`src/rtl/rf_wb_pkg.sv`:
```
// Shared widths and the queued write-request record for the register-file write buffer.
package rf_wb_pkg;

    localparam int AWIDTH = 3;
    localparam int DWIDTH = 8;

    typedef struct packed {
        logic [AWIDTH-1:0] addr;
        logic [DWIDTH-1:0] data;
    } wr_req_t;

endpackage

```
`src/rtl/rf_wb_lookup.sv`:
```
// Youngest-match bypass search over the pending window [head, head+count) of the write queue.
module rf_wb_lookup
    import rf_wb_pkg::*;
#(
    parameter int DEPTH = 4,
    localparam int PW = $clog2(DEPTH),
    localparam int CW = PW + 1
) (
    input  wr_req_t [DEPTH-1:0] entries,
    input  logic [PW-1:0]       head,
    input  logic [CW-1:0]       count,
    input  logic [AWIDTH-1:0]   lookup_addr,
    output logic                hit,
    output logic [DWIDTH-1:0]   data
);

    logic [PW-1:0] idx;

    // Walk oldest to youngest so a later match overrides an earlier one.
    always_comb begin
        hit  = 1'b0;
        data = '0;
        idx  = '0;
        for (int i = 0; i < DEPTH; i++) begin
            idx = head + PW'(i);
            if ((CW'(i) < count) && (entries[idx].addr == lookup_addr)) begin
                hit  = 1'b1;
                data = entries[idx].data;
            end
        end
    end

endmodule

```
`src/rtl/rf_write_buffer.sv`:
```
// In-order write-request FIFO feeding the register-file write port, with bypass lookup.
module rf_write_buffer
    import rf_wb_pkg::*;
#(
    parameter int DEPTH = 4,
    localparam int PW = $clog2(DEPTH),
    localparam int CW = PW + 1
) (
    input  logic              clk,
    input  logic              reset,
    input  logic              enq_val,
    output logic              enq_rdy,
    input  logic [AWIDTH-1:0] enq_addr,
    input  logic [DWIDTH-1:0] enq_data,
    input  logic              drain_stall,
    output logic              rf_write_en,
    output logic [AWIDTH-1:0] rf_write_addr,
    output logic [DWIDTH-1:0] rf_write_data,
    input  logic [AWIDTH-1:0] lookup_addr,
    output logic              lookup_hit,
    output logic [DWIDTH-1:0] lookup_data,
    output logic [CW-1:0]     count
);

    logic [PW-1:0]        head_q, head_d;
    logic [PW-1:0]        tail_q, tail_d;
    logic [CW-1:0]        count_q, count_d;
    wr_req_t [DEPTH-1:0]  entries_q, entries_d;
    logic                 enq_fire;
    logic                 drain_fire;

    // Ready and drain depend only on registered state, so no enq-to-RF path exists.
    assign enq_rdy     = (count_q != CW'(DEPTH));
    assign rf_write_en = (count_q != '0) && !drain_stall;
    assign enq_fire    = enq_val && enq_rdy;
    assign drain_fire  = rf_write_en;
    assign count       = count_q;

    assign rf_write_addr = rf_write_en ? entries_q[head_q].addr : '0;
    assign rf_write_data = rf_write_en ? entries_q[head_q].data : '0;

    always_comb begin
        head_d    = head_q;
        tail_d    = tail_q;
        count_d   = count_q;
        entries_d = entries_q;
        if (enq_fire) begin
            entries_d[tail_q] = '{addr: enq_addr, data: enq_data};
            tail_d            = tail_q + PW'(1);
        end
        if (drain_fire) begin
            head_d = head_q + PW'(1);
        end
        case ({enq_fire, drain_fire})
            2'b10:   count_d = count_q + CW'(1);
            2'b01:   count_d = count_q - CW'(1);
            default: count_d = count_q;
        endcase
    end

    always_ff @(posedge clk or posedge reset) begin
        if (reset) begin
            head_q  <= '0;
            tail_q  <= '0;
            count_q <= '0;
        end else begin
            head_q  <= head_d;
            tail_q  <= tail_d;
            count_q <= count_d;
        end
    end

    // Storage is only meaningful inside the count window, so it needs no reset.
    always_ff @(posedge clk) begin
        entries_q <= entries_d;
    end

    rf_wb_lookup #(.DEPTH(DEPTH)) u_lookup (
        .entries     (entries_q),
        .head        (head_q),
        .count       (count_q),
        .lookup_addr (lookup_addr),
        .hit         (lookup_hit),
        .data        (lookup_data)
    );

endmodule

```
`config.mk`:
```
export PLATFORM = sky130hd
export DESIGN_NAME = rf_write_buffer
export DESIGN_NICKNAME = d
export VERILOG_FILES = /design/src/rtl/rf_wb_pkg.sv /design/src/rtl/rf_wb_lookup.sv /design/src/rtl/rf_write_buffer.sv
export SDC_FILE = /design/constraint.sdc
export NUM_CORES = 1
export LEC_CHECK = 0
export CAP_MARGIN = 20
export CORE_MARGIN = 1
export CORE_UTILIZATION = 42
export CTS_CLUSTER_DIAMETER = 120
export DETAILED_ROUTE_END_ITERATION = 16
export PLACE_DENSITY_LB_ADDON = 0.15
export SYNTH_ARGS = -nofsm -noshare
export SYNTH_HDL_FRONTEND = slang
export SYNTH_SLANG_ARGS = --single-unit
```
`constraint.sdc`:
```
create_clock -name clk -period 3.7 [get_ports clk]
set_clock_uncertainty 0.15 [all_clocks]
set_input_delay 0.74 -clock clk [delete_from_list [all_inputs] [get_ports clk]]
set_output_delay 0.74 -clock clk [all_outputs]
set_load 0.005 [all_outputs]
```
Word level (Yosys, flattened, before mapping)
Cells that the tools add are included.
Storage, ports and cells
  output and inout bits: 25
  word-level logic and storage cells: 66
  flip-flop bits (word level): 51
  input port bits: 18
Operators by class
  muxes and demuxes: 22
  eq/ne operators: 7
  magnitude comparators: 10
  add/subtract/negate cells: 6
  reductions and logical operators: 10
Operator list (count)
  binary-select mux 11 bit (select 2 bit): 4
  2-to-1 mux 11 bit: 5
  bitwise mux 44 bit: 1
  2-to-1 mux 8 bit: 5
  demux 11 bit (select 2 bit): 1
  < comparator 2 x 3 -> 1 bit (second input constant): 5
  == test 3 bit: 4
  logical AND 1 bit: 7
  < comparator 1 x 3 -> 1 bit (first input constant): 2
  < comparator 2 x 3 -> 1 bit (first input constant): 2
  case mux 3 bit (2 select lines): 1
  adder 2 x 1 -> 2 bit (second input constant): 2
  adder 2 bit (second input constant): 2
  2-to-1 mux 1 bit: 4
  adder 3 x 1 -> 3 bit (second input constant): 1
  2-to-1 mux 3 bit: 1
  != test 3 bit (second input constant): 1
  nonzero test 3 bit: 1
  subtractor 3 x 1 -> 3 bit (second input constant): 1
  == test 2 x 1 -> 1 bit (second input constant): 1
  == test 2 bit (second input constant): 1
  >= comparator 2 x 1 -> 1 bit (second input constant): 1
  nonzero test 2 bit: 1
  zero test 1 bit: 1

Depth between registers and ports, before layout
  word-level depth: 8
  depth in mapped cells: 9
  mapped depth without buffers: 9

Hierarchy
Synthesis repeated with hierarchy kept, for this count alone.
Unflattened totals
  cells, all modules: 255
  area total of the unflattened synthesis: 3731.1 sq um
Modules (own cells, without submodules)
  rf_write_buffer: cells an instance 108, sequential area each 1496.4 sq um, area an instance 2097.0 sq um, instances 1
  rf_wb_lookup: cells an instance 147, sequential area each 0.0 sq um, area an instance 1634.1 sq um, instances 1

Worst setup path before layout
OpenSTA, ideal clock, no wires.
  path kind: register -> output
  start: register head_q[0]
  end: output lookup_data[0]
  required time: 2.810 ns
  cell stages (with the launch flop): 7
  arrival time: 2.189 ns
  path buffers: 1
  slack: 0.621 ns
  path through: dfrtp_1 > buf_6 > mux4_2 > xor2_1 > nor4_4 > o2111ai_1 > a221oi_1
Between the ends
  cells in the longest elaborated chain, start to end: 8
  elaborated cells between the ends (all ways): 23
  those cells by class: add/sub: 3; eq/ne: 4; mux: 12; reduce/logical: 4
Ends and longest elaborated chain
  start, declared: RTL line rf_write_buffer.sv:25  | logic [PW-1:0] head_q, head_d;
  start signal, assigned: RTL line rf_write_buffer.sv:63  | head_q <= '0;
  start signal, assigned: RTL line rf_write_buffer.sv:67  | head_q <= head_d;
  adder 2 x 1 -> 2 bit or binary-select mux 11 bit (select 2 bit) (tied branches): RTL line rf_wb_lookup.sv:25, rf_wb_lookup.sv:26, rf_wb_lookup.sv:28
  binary-select mux 11 bit (select 2 bit) or 2-to-1 mux 11 bit (tied branches): RTL line rf_wb_lookup.sv:26, rf_wb_lookup.sv:28
  2-to-1 mux 11 bit (implied by the code) or == test 3 bit (tied branches): RTL line rf_wb_lookup.sv:26  | if ((CW'(i) < count) && (entries[idx].addr == lookup_addr)) begin
  == test 3 bit or logical AND 1 bit (tied branches): RTL line rf_wb_lookup.sv:26
  logical AND 1 bit or 2-to-1 mux 8 bit (tied branches): RTL line rf_wb_lookup.sv:26
  2-to-1 mux 8 bit (2 in series): RTL line rf_wb_lookup.sv:26
  2-to-1 mux 8 bit *: RTL line rf_wb_lookup.sv:26
  end, declared: RTL line rf_write_buffer.sv:21  | output logic [DWIDTH-1:0] lookup_data,
Every way passes the cells marked *; elsewhere a longest branch is shown, timed or not. The select of a mux whose other input is x is not followed.

Final worst setup path
  start: register head_q[0]
  end: output lookup_data[3]
Same word-level chain as after synthesis.

==> impl_results.md <==
- Cells after Synth: 270
- P&R area growth vs syn: 29.7%
- Outcome: completed
- Total clock sinks: 51
- Yosys top cell area share: 40.0%
- Worst EP arrival: 2.78 ns
- Vias in the first global route: 2,429
- Post-synth EDFFs: 44
- DRC Markers: 0
- H-tree depth: 2
- Worst Path Max Fanout: 5
- Final Hold Vio Count: 0
- Worst Setup Start Kind: flip-flop
- Async SR Flop Fraction: 13.7%
- Die Ht: 90.7 µm
- Number of diodes: 0
- Max Cap Violations: 0
- IO Count: 43
- Mean Syn Cell Area: 12.2 µm²
- Switching share of power: 40.0%
- Worst-path clk slew: 0.09 ns
- Vias per cell: 5.65
- CTS tree: built
- Worst Path Required: 2.81 ns
- Sequential fraction of the synthesis area: 45.3%
- CTS root buf: clkbuf_8
- Initial core utilization: 44.6%
- Yosys Warn Count: 0
- Minimum clock period: 3.67 ns
- RSZ-0062 raised after global routing: true
- Initial antenna violation count: 0
- First-pass GRT wire length: 12,800 µm
- Pre-CTS setup slack: -0.286 ns
- Static Leakage: 1.62 nW
- Post-synth net total: 297
- Nets: 360
- Worst skew pair latency: 0.30 ns
- WL final: 7860 µm
- Final instance area: 4280 µm²
- Crit end category: primary output
- Max-slew headroom: 48.7%
- Tightest Hold Check Type: flip-flop to flip-flop
- Tcrit/Tclk final: 99.1%
- Most frequent cell after synthesis: edfxtp_1
- Slew Viols, Final: 0
- Net switching power: 1.48 mW
- Vias: 2,447
- Final setup viols: 0
- Dominant cell type by area after synthesis: edfxtp_1
- Core Footprint: 7410 µm²
- Grt total ovfl: 0
- P per Cell Area: 865 nW/µm²
- Ys flop type: edfxtp_1
- Routability cong.: 0.786
- Synth area leaders: edfxtp_1 (40%), mux4_2 (7.5%), dfrtp_1 (5.3%), mux2i_1 (4.8%), mux2_2 (4.8%)
- Filler Cell Count: 615
- WL per Instance: 18.1 µm
- Yosys reg bits: 51
- Placement Cell Area: 3920 µm²
- DP HPWL: 5100 µm
- Post-Synthesis Cell Area: 3300 µm²
- Max Buffers Root-to-Sink: 2
- Clk pwr share: 10.5%
- Num CTS Buffers: 5
- Max Clock Freq: 0.273 GHz
- Layout cells sized above 1: 35.3%
- Largest net degree at the start of global routing: 56
- Post-synth top cells: edfxtp_1 (44), nand2_1 (34), o21ai_0 (17), mux2i_1 (16), mux2_2 (14)
- Die area: 8220 µm²
- Pint: 2.22 mW
- Sequential power share: 23.7%
- Port-buffer cells: 42
- Core Rows: 31
- GRT Total Usage: 20.1%
- Final WS setup: 0.0332 ns
- Worst-Margin Slew: 0.770 ns
- Comb power frac: 65.8%
- Worst VDD drop: 0.440 mV
- TritonRoute pass-1 iters: 5
- Die X: 90.7 µm
- Distinct cells, synth: 36
- Hold_ws: 0.468 ns
- Antenna viol nets, final: 0
- Setup CP Type: flip-flop to primary output
- Drt first-iter violations: 151
final cells by class:
type	count	area, µm²	area share [%]
multi-input combinational	193	1850	43.2
timing repair buffer	74	668	15.6
sequential	51	1500	35.0
inverter	8	30.0	0.701
clock inverter	3	43.8	1.02
clock buffer	5	68.8	1.61
tap	99	124	2.89
per-layer routing:
metal  vias up  GRT usage, %  part of all wire, %
li1       1158             -                    -
met1      1236          29.1                   48
met2        49          32.1                   48
met3         4          3.28                  3.4
met4         0          3.49                 0.59
met5         -             0                    0
power by group through the flow:
stage | registers, mW | logic (mW) | clock network [mW]
floorplan | 0.859 | 1.36 | 0
finish | 0.877 | 2.44 | 0.389
global route | 0.902 | 2.64 | 0.415
CTS | 0.874 | 2.26 | 0.392
global placement | 0.911 | 2.09 | 0
detailed placement | 0.920 | 2.10 | 0
what timing repair did:
| action | in CTS | in global routing |
|---|---|---|
| pin swaps | 11 | 12 |
| hold buffers | 0 | 0 |
| gates resized for setup | 51 | 31 |
| setup buffers | 11 | 2 |
| endpoints found under the setup margin | 9 | 9 |
| gates cloned | 1 | 0 |
sequential cells by signal, indices dropped and copies added (netlist names):
signal	flops
tail_q	2
entries_q	44
head_q	2
count	3
path summary, 6_finish.rpt:
kind	startpoint	end	slack, ns	depth (start not counted)
worst max-delay path	head_q[0]	lookup_data[3]	0.03	9
worst min-delay path	count[0]	count[0]	0.47	2
max in group asynchronous	reset	head_q[0]	2.66	2
worst min register to register	count[0]	count[0]	0.47	2
worst max register to register	count[0]	entries_q[23]	1.54	5
min in group asynchronous	reset	tail_q[0]	0.50	2
through the flow:
| step | power [mW] | std cells | setup TNS, ns | utilization (%) |
|---|---|---|---|---|
| after floorplan | 2.22 | 270 | 0 | - |
| after global placement | 3.00 | 413 | -2.07 | 52.8 |
| after detailed placement | 3.02 | 413 | -2.21 | 52.8 |
| after CTS | 3.53 | 431 | -0.00106 | 56.0 |
| after global routing | 3.96 | 433 | -0.259 | 57.8 |
| final | 3.71 | 433 | 0 | 57.8 |
critical path, cell delays in order, from the launching register on:
cell and delay [ns]:
dfrtp_2 0.44, buf_12 0.14, buf_4 0.13, mux4_2 0.47, xor2_2 0.18, nor4_4 0.30, buf_4 0.21, o2111ai_1 0.14
a221oi_2 0.30, buf_2 0.15
cells in the final DEF, fill, tap and decap left out, types with 4 or more instances in the layout:
master and n:
a211oi_2 5, a21oi_1 9, a221oi_2 7, and2_1 5, and3_1 4, buf_2 8
buf_4 22, buf_6 9, clkbuf_8 5, clkdlybuf4s50_1 31, dfrtp_1 5, edfxtp_1 44
ha_1 9, inv_1 8, mux2_2 14, mux2i_1 16, mux4_2 16, nand2_1 34
o2111ai_1 5, o211a_1 7, o21ai_0 17, or2_2 7, xnor2_1 8, xor2_2 7
logic make-up after synthesis:
kind of cell,count (synthesis),synth area share [%]
AND/OR/NAND/NOR,64,10.0
AO/OA/AOI/OAI,57,12.2
flip-flops,51,45.3
multiplexers,46,21.1
buffers and inverters,26,3.48
XOR/XNOR,17,4.51
adder cells (fa/ha/maj),9,3.41
Note: power is estimated with default switching activity, not from simulation.
